$ cat src/rtl/meas_sequencer.sv
// Sequences one frequency measurement: clear counter, open gate window, settle,
// capture the count, then stream {4'b1010, result} out serially MSB first.
module meas_sequencer #(
  parameter int COUNTER_LENGTH = 20,
  parameter int GATE_WIDTH     = 16,
  parameter int SETTLE_CYCLES  = 4
) (
  input  logic                      clk,
  input  logic                      reset,
  input  logic                      ena,
  input  logic                      start,
  input  logic                      continuous,
  input  logic [GATE_WIDTH-1:0]     gate_len,
  input  logic [COUNTER_LENGTH-1:0] cycle_count,
  output logic                      ctr_reset,
  output logic                      gate,
  output logic [COUNTER_LENGTH-1:0] result,
  output logic                      result_valid,
  output logic                      serial_out,
  output logic                      busy
);

  localparam int SH_LEN = COUNTER_LENGTH + 4;
  localparam int TW_A   = (GATE_WIDTH > $clog2(SH_LEN + 1)) ? GATE_WIDTH : $clog2(SH_LEN + 1);
  localparam int TW_B   = $clog2(SETTLE_CYCLES + 1);
  localparam int TW     = (TW_A > TW_B) ? TW_A : TW_B;

  localparam logic [TW-1:0] CLEAR_LOAD  = TW'(1);
  localparam logic [TW-1:0] SHIFT_LOAD  = TW'(SH_LEN - 1);
  localparam logic [TW-1:0] SETTLE_LOAD = (SETTLE_CYCLES > 0) ? TW'(SETTLE_CYCLES - 1) : '0;

  typedef enum logic [2:0] {
    S_IDLE, S_CLEAR, S_GATE, S_SETTLE, S_CAPTURE, S_SHIFT
  } state_e;

  state_e                    state_q, state_d;
  logic [TW-1:0]             cnt_q, cnt_d;
  logic [GATE_WIDTH-1:0]     gate_len_q, gate_len_d;
  logic [SH_LEN-1:0]         frame_q, frame_d;
  logic [COUNTER_LENGTH-1:0] result_q, result_d;
  logic                      result_valid_q, result_valid_d;
  logic                      ctr_reset_q, ctr_reset_d;
  logic                      gate_q, gate_d;
  logic                      serial_q, serial_d;
  logic                      busy_q, busy_d;

  // cnt_q holds remaining cycles minus one in the timed states.
  always_comb begin
    state_d        = state_q;
    cnt_d          = cnt_q;
    gate_len_d     = gate_len_q;
    frame_d        = frame_q;
    result_d       = result_q;
    result_valid_d = 1'b0;
    unique case (state_q)
      S_IDLE: begin
        if (start && gate_len != '0) begin
          state_d    = S_CLEAR;
          cnt_d      = CLEAR_LOAD;
          gate_len_d = gate_len;
        end
      end
      S_CLEAR: begin
        if (cnt_q == '0) begin
          state_d = S_GATE;
          cnt_d   = TW'(gate_len_q) - TW'(1);
        end else begin
          cnt_d = cnt_q - TW'(1);
        end
      end
      S_GATE: begin
        if (cnt_q == '0) begin
          if (SETTLE_CYCLES == 0) begin
            state_d = S_CAPTURE;
          end else begin
            state_d = S_SETTLE;
            cnt_d   = SETTLE_LOAD;
          end
        end else begin
          cnt_d = cnt_q - TW'(1);
        end
      end
      S_SETTLE: begin
        if (cnt_q == '0) begin
          state_d = S_CAPTURE;
        end else begin
          cnt_d = cnt_q - TW'(1);
        end
      end
      S_CAPTURE: begin
        state_d        = S_SHIFT;
        cnt_d          = SHIFT_LOAD;
        result_d       = cycle_count;
        result_valid_d = 1'b1;
        frame_d        = {4'b1010, cycle_count};
      end
      S_SHIFT: begin
        if (cnt_q == '0) begin
          if (continuous) begin
            state_d = S_CLEAR;
            cnt_d   = CLEAR_LOAD;
          end else begin
            state_d = S_IDLE;
          end
        end else begin
          cnt_d   = cnt_q - TW'(1);
          frame_d = {frame_q[SH_LEN-2:0], 1'b0};
        end
      end
      default: state_d = S_IDLE;
    endcase

    // Outputs are decoded from the next state so they register in step with it.
    ctr_reset_d = (state_d == S_CLEAR);
    gate_d      = (state_d == S_GATE);
    busy_d      = (state_d != S_IDLE);
    serial_d    = (state_d == S_SHIFT) && frame_d[SH_LEN-1];
  end

  always_ff @(posedge clk) begin
    if (reset) begin
      state_q        <= S_IDLE;
      cnt_q          <= '0;
      gate_len_q     <= '0;
      frame_q        <= '0;
      result_q       <= '0;
      result_valid_q <= 1'b0;
      ctr_reset_q    <= 1'b0;
      gate_q         <= 1'b0;
      serial_q       <= 1'b0;
      busy_q         <= 1'b0;
    end else if (ena) begin
      state_q        <= state_d;
      cnt_q          <= cnt_d;
      gate_len_q     <= gate_len_d;
      frame_q        <= frame_d;
      result_q       <= result_d;
      result_valid_q <= result_valid_d;
      ctr_reset_q    <= ctr_reset_d;
      gate_q         <= gate_d;
      serial_q       <= serial_d;
      busy_q         <= busy_d;
    end
  end

  assign ctr_reset    = ctr_reset_q;
  assign gate         = gate_q;
  assign result       = result_q;
  assign result_valid = result_valid_q;
  assign serial_out   = serial_q;
  assign busy         = busy_q;

endmodule
$ cat config.mk
export PLATFORM = sky130hd
export DESIGN_NAME = meas_sequencer
export DESIGN_NICKNAME = d
export VERILOG_FILES = /design/src/rtl/meas_sequencer.sv
export SDC_FILE = /design/constraint.sdc
export NUM_CORES = 1
export LEC_CHECK = 0
export CORE_ASPECT_RATIO = 1.1
export CORE_MARGIN = 2
export CORE_UTILIZATION = 45
export CTS_CLUSTER_SIZE = 24
export DETAILED_ROUTE_END_ITERATION = 7
export PLACE_DENSITY_LB_ADDON = 0.2
export SLEW_MARGIN = 20
export SYNTH_ARGS = -nofsm -noshare
export SYNTH_HDL_FRONTEND = slang
export SYNTH_SLANG_ARGS = --single-unit
$ cat constraint.sdc
create_clock -name clk -period 4.2 [get_ports clk]
set_input_delay 0.63 -clock clk [delete_from_list [all_inputs] [get_ports clk]]
set_output_delay 0.63 -clock clk [all_outputs]
set_load 0.02 [all_outputs]
# == After elaboration in Yosys (flattened, before gate mapping) ==
# Index checks and enable logic that the tools add are counted.
# word_totals
out_inout_bits,25
regBits,84
inputBits,41
word_cells,54
# op_classes
n_addsub,2
muxes,17
eq_ne,12
reduce_logical,12
# op_table
op,n
2-to-1 mux 16 bit,6
one-hot mux 16 bit (6 select lines),1
one-hot mux 24 bit (2 select lines),1
"subtractor 16 x 1 -> 16 bit, second input constant",2
2-to-1 mux 24 bit,1
one-hot mux 3 bit (6 select lines),1
logical NOT 16 bit,1
nonzero test 16 bit,1
2-to-1 mux 3 bit,5
"equality test 3 x 2 -> 1 bit, second input constant",3
"equality test 3 bit, second input constant",3
"equality test 3 x 1 -> 1 bit, second input constant",2
"!= test 2 bit, second input constant",3
AND reduction 3 bit,2
nonzero test 6 bit,1
AND reduction 5 bit,1
logical NOT 3 bit,1
"!= test 3 bit, second input constant",1
nonzero test 3 bit,1
logical AND 1 bit,2
2-to-1 mux 1 bit,2
AND reduction 2 bit,1
nonzero test 2 bit,1

# == Longest topological paths before layout ==
# Gate-level depths: netlist of the first run.
# depth
ltp_word,6
ltp_mapped,10

# == Worst setup path after synthesis of the first run ==
# No wires, ideal clock.
# synth_timing
path_kind,input to register
start,input gate_len[8]
end,register gate_len_q[6]
path_slack_ps,1877
stages,7
arrival_time_ps,2195
n_path_buf,2
setup_time_ps,128
cell_sequence,or4_1 o41ai_2 or2_1 buf_6 buf_12 mux2i_1 nor2_1
# synth_between
elab_chain_cells,3
# synth_rtl
element,line,text
from (decl),13,"input logic [GATE_WIDTH-1:0] gate_len,"
nonzero test 16 bit,57,if (start && gate_len != '0) begin
logical AND 1 bit,57,
AND reduction 3 bit (no source line),-,
to (signal assigned),135,gate_len_q <= gate_len_d;
to (decl),38,"logic [GATE_WIDTH-1:0] gate_len_q, gate_len_d;"
# Every way passes these cells.
# A chain may end at the register's enable or synchronous reset.

# == Worst setup path in the final report of the first run ==
# layout_timing
start,input gate_len[8]
end,register gate_len_q[9]
# Same word-level chain as after synthesis.

==> results of run 1 <==
==> layer usage <==
metal	part of all wire, %	wire, um
met3	5.4	562
met4	0.88	91
met1	44	4570
met5	0	0
met2	49	5120
==> state kept, by name, summed over array words and instances (netlist names) <==
register      flops
result_valid      1
result           20
ctr_reset         1
gate              1
cnt_q            16
gate_len_q       16
busy              1
frame_q          23
serial_out        1
state_q           3
==> cells in the final DEF (no fill, tap or decap), types with 6 or more instances in the layout <==
cell type        instances
nor2b_1                  8
clkdlybuf4s50_1         64
or4_1                    6
dfxtp_1                 83
o21ai_0                 22
xnor2_1                  6
nand2b_1                 6
xor2_1                  11
a21oi_1                 36
inv_1                   10
nand3_1                  8
nor3_1                  35
nor2_1                  57
a221oi_1                19
o21ai_1                  7
clkbuf_8                10
mux2i_1                 17
nand2_1                 71
==> worst max-delay path by stage <==
stage                      from       endpoint  slack (ps)  depth (start not counted)
floorplan           gate_len[8]  gate_len_q[6]        1880                          7
global placement    gate_len[8]  gate_len_q[8]        1010                          7
detailed placement  gate_len[8]  gate_len_q[9]         910                          7
CTS                 gate_len[8]  gate_len_q[9]        1280                          7
global route           cnt_q[4]     frame_q[2]        1070                          5
finish              gate_len[8]  gate_len_q[9]        1300                          7
==> layout make-up <==
type / count / area (sq um) / area share (%)
timing repair buffer: 70 / 683 / 13.7
clock inverter: 6 / 47.5 / 0.956
tap: 114 / 143 / 2.87
clock buffer: 10 / 138 / 2.77
inverter: 10 / 37.5 / 0.755
sequential: 83 / 1660 / 33.4
multi-input combinational: 381 / 2260 / 45.5
==> cell usage after synthesis (7+ instances only) <==
master / count
buf_2: 9
inv_1: 10
nand2_1: 71
a21oi_1: 36
nor3_1: 35
nor2b_1: 8
xor2_1: 11
o21ai_1: 7
nand3_1: 8
clkbuf_1: 24
mux2i_1: 17
o21ai_0: 22
nor2_1: 57
dfxtp_1: 83
a221oi_1: 19
==> worst register-to-register path: stages (launching register included) <==
cell and delay [ps]:
dfxtp_1 410, nor4_4 550, nand4_1 620, and3_1 670, a221oi_1 380, nor3_1 70
==> report_power, final <==
part	switching [mW]	internal [mW]
Combinational	0.395	0.265
Clock	0.308	0.236
Sequential	0.0591	0.821
Total	0.762	1.32
==> logic make-up (layout without fill, tap and decap cells) <==
group | after synthesis | after routing | synth area share [%]
AOI/OAI and AO/OA | 121 | 121 | 19.5
buffers and inverters | 47 | 96 | 5.37
DFF | 83 | 83 | 40.1
xor gates and xnor gates | 17 | 17 | 3.59
adders and majority gates | 3 | 3 | 0.905
muxes | 17 | 17 | 4.10
and+or+nand+nor | 223 | 223 | 26.4
==> flow_summary.yaml, run 1 <==
outcome:
  outcome: "finished clean"
timing:
  rsz0062_at_grt: "no"
  holdWs_ps: 457
  setup_viol_count_final: 0
  fin_skew_ps: 9.27
  timing.fmax_ghz: 0.344
  final_hold_viol_count: 0
  maxSlewViolCount: 0
  max_slew_margin_pct: 47.7
  worstMarginPinSlew_ps: 778
  finalSetupTns_ps: 0
  timing.final.crit_period_ps: 2900
  setup_ws_ps: 1300
  fin_crit_sh_pct: 69.2
worst_setup_path:
  cp_cell_sequence: "clkdlybuf4s50_1 > or4_1 > o41ai_2 > or2_1 > buf_4 > mux2i_1 > nor2_1"
  rr_startpoint: "cnt_q[4]"
  slowest_delay_ps: 550
  cp.arrival_ps: 3120
  r2r_slack_ps: 1370
  worst_setup_path_start_kind: "input pin"
  crit_family: "simple AND/OR/NAND/NOR gates"
  crit_slowest_cell: "or4_1"
  worstPathMaxFanout: 9
  crit_type: "in -> reg"
  rr_endpoint: "frame_q[5]"
  reg2regPathDepth: 5
  worst-path-buf-inv: 2
  cp.required_ps: 4410
  crit_path_end_kind: "register"
flow_run:
  drv_cap: 0
clock_network:
  post_cts_buffers: 0
  clock_path_buffers: 2
  worstSkewPairLatency_ps: 350
  cts_resized: 0
  cts_root_buffer: "clkbuf_8"
  clkSinkCount: 83
  cts_tree: "done"
  path_clk_slew_ps: 90
  cts_buffers: 9
  holdBufCountCts: 0
  h-tree-depth: 3
yosys:
  synth_flop_cell: "dfxtp_1"
  synth_area_leaders: "dfxtp_1 40%, nand2_1 6.4%, nor2_1 5.2%"
  seq_area_frac_synth_pct: 40.1
  synth_area_sq_um: 4150
  synth.net_count: 555
  async_flop_share_pct: 0
  synth.distinct_cells: 59
  syn_area_per_cell_sq_um: 8.11
  yosys.area.top_type: "dfxtp_1"
  synth-seq-cells: 83
  synth_edf_count: 0
  synth_top_cell_area_share_pct: 40.1
  syn_inst: 511
  yosysWarnings: 0
finish:
  fin_nets: 599
  fill_cells: 847
  stdcell_count: 674
  finalCoreUtilization_pct: 55.8
  num_antenna_cells: 0
  area_growth_pct: 19.9
  drive_gt1_share_pct: 5.89
  final_area_sq_um: 4970
global_route:
  grt_pass1_vias: 3727
  grt-busiest-layer: "met2"
  gr-usage-met2_pct: 35.4
  grt_util_met3_pct: 4.83
  grtUsageTotal_pct: 21.5
  grt_max_degree: 70
  grtUsageMet1_pct: 28.1
  grt_pass1_wl_mm: 17.5
  antenna_found_initial: 1
  overflow: 0
power:
  p_leak_nw: 1.81
  power_mw: 2.08
  power.density_nw_per_um2: 419
  ir_drop_v: 0.000194
floorplan:
  rows: 36
  start_util_pct: 46.5
  ios: 66
  dieArea_sq_um: 10000
  core_sq_um: 8920
  fp.dieW_um: 95.5
  die_y_um: 105
placed_design:
  globalplace.congestion: 0.933
  place_area_sq_um: 4790
  place_inst: 658
  pre_cts_ws_ps: 913
  port_buffers: 65
  dp_hpwl_mm: 7.26
routing:
  wl_mm: 10.3
  drc: 0
  num_vias: 3884
  wl_per_cell_um: 15.3
  viasPerCell: 5.76
  dr.pass1.iters: 6
  drt_iter0_markers: 248
  final_antenna_net_count: 0
worst_hold_path:
  min_to: "frame_q[22]"
  hold_start: "frame_q[22]"
  min-delay-path-class: "reg -> reg"
  holdPathStages: 2
Note: power is estimated with default switching activity, not from simulation.
==> inputs of run 2 (changes only) <==
clock period = 3 ns   (was 4.2 ns; I/O delays follow)
==> run 2 against run 1 <==
Effect of this change: critical path type is now reg -> reg; combinational power increased by 49%; core utilization up 0.88 points; count of clock-buffer cells in the layout fell by 1; sequential power is 40% higher; final cell count increased by 1.0%.
==> flow_summary.yaml, run 2 (synthesis results as in run 1) <==
outcome:
  outcome: "finished clean"
clock_network:
  post_cts_buffers: 0
  holdBufCountCts: 0
  clkSinkCount: 83
  cts_tree: "done"
  clock_path_buffers: 2
  h-tree-depth: 3
  cts_buffers: 9
  worstSkewPairLatency_ps: 360
  cts_root_buffer: "clkbuf_8"
  cts_resized: 0
  path_clk_slew_ps: 90
placed_design:
  port_buffers: 65
  dp_hpwl_mm: 7.44
  globalplace.congestion: 0.946
  place_area_sq_um: 4850
floorplan:
  start_util_pct: 46.5
  ios: 66
  fp.dieW_um: 95.5
  rows: 36
  dieArea_sq_um: 10000
  core_sq_um: 8920
  die_y_um: 105
power:
  p_leak_nw: 1.85
  ir_drop_v: 0.000296
  combPwrFrac_pct: 32.3
  p_sw_share_pct: 35.9
  power.density_nw_per_um2: 603
  p_clk_share_pct: 27.3
  p_seq_share_pct: 40.4
  p_int_mw: 1.95
  power_switching_mw: 1.09
routing:
  wl_mm: 10.6
  drt_iter0_markers: 172
  dr.pass1.iters: 5
  viasPerCell: 5.79
  wl_per_cell_um: 15.5
  final_antenna_net_count: 0
  drc: 0
  num_vias: 3946
finish:
  area_growth_pct: 21.8
  num_antenna_cells: 0
  drive_gt1_share_pct: 7.05
  final_cell_mix: "83 x dfxtp_1, 71 x nand2_1, 64 x clkdlybuf4s50_1"
  final_area_sq_um: 5050
  largest-register: "frame_q"
  fin_nets: 606
  largest_reg_flops: 23
  final_common_cell: "dfxtp_1"
worst_hold_path:
  min-delay-path-class: "reg -> reg"
timing:
  fin_skew_ps: 7.76
  worstMarginPinSlew_ps: 808
  maxSlewViolCount: 0
  fin_crit_sh_pct: 86.5
  timing.fmax_ghz: 0.385
  timing.final.crit_period_ps: 2600
  holdWs_ps: 456
  final_hold_viol_count: 0
  finalSetupTns_ps: 0
  rsz0062_at_grt: "no"
  setup_viol_count_final: 0
  max_slew_margin_pct: 46.1
worst_setup_path:
  cp.required_ps: 3290
  crit_path_end_kind: "register"
  cp.arrival_ps: 2890
  worstPathMaxFanout: 22
  crit_type: "reg -> reg"
  worst_setup_path_start_kind: "register"
global_route:
  overflow: 0
  grtUsageTotal_pct: 21.7
  antenna_found_initial: 0
  grt_pass1_vias: 3759
  grt_max_degree: 51
  grt_pass1_wl_mm: 17.6
flow_run:
  drv_cap: 0
-- run 2: cell types whose count changed in the layout (fill, tap and decap cells not counted) --
| cell | before | now |
|---|---|---|
| clkbuf_8 | 10 | 9 |
| clkinv_4 | 2 | 0 |
| buf_12 | 0 | 1 |
| buf_4 | 5 | 11 |
| clkinvlp_4 | 1 | 3 |
| bufinv_16 | 0 | 1 |
-- run 2: metal layers --
layer / track usage (%) / vias up / share of wire (%)
li1: - / 1947 / -
met1: 28.0 / 1886 / 44
met2: 35.2 / 97 / 49
met3: 4.33 / 16 / 4.5
met4: 8.67 / 0 / 1.8
met5: 0 / - / 0
-- run 2: worst max-delay path, stage by stage, from the launching register on --
cell	delay, ps
dfxtp_1	490
inv_1	110
ha_1	210
nor3b_1	130
and4_1	320
nand2_1	220
and3_1	720
nand3_1	140
a21oi_1	180
-- run 2: cell type report --
class	count	area (sq um)
clock inverter	7	75.1
timing repair buffer	77	748
fill	829	3870
multi-input combinational	381	2260
clock buffer	9	124
tap	114	143
inverter	10	37.5
sequential	83	1660
-- run 2: worst paths after layout --
path                     from           to  slack, ps  cells after the start
setup / recovery     cnt_q[0]  frame_q[20]        400                      8
hold / removal    frame_q[22]  frame_q[22]        460                      2
setup reg to reg     cnt_q[0]  frame_q[20]        400                      8
hold reg to reg   frame_q[22]  frame_q[22]        460                      2
-- run 2: power by group through the flow --
stage / sequential [mW] / combinational [mW] / clock (mW)
6_report: 1.23 / 0.983 / 0.832
5_1_grt: 1.24 / 1.08 / 0.888
4_1_cts: 1.23 / 0.974 / 0.847
3_5_place_dp: 1.26 / 0.966 / 0
3_3_place_gp: 1.25 / 0.953 / 0
2_1_floorplan: 1.22 / 0.720 / 0
-- run 2: stage by stage --
step	total power, mW	instances	setup WS (ps)	utilization (%)
final	3.05	681	404	56.6
after floorplan	1.94	511	857	-
after global routing	3.21	681	230	56.6
after detailed placement	2.22	665	206	54.4
after global placement	2.21	665	285	54.4
after CTS	3.05	681	434	56.6
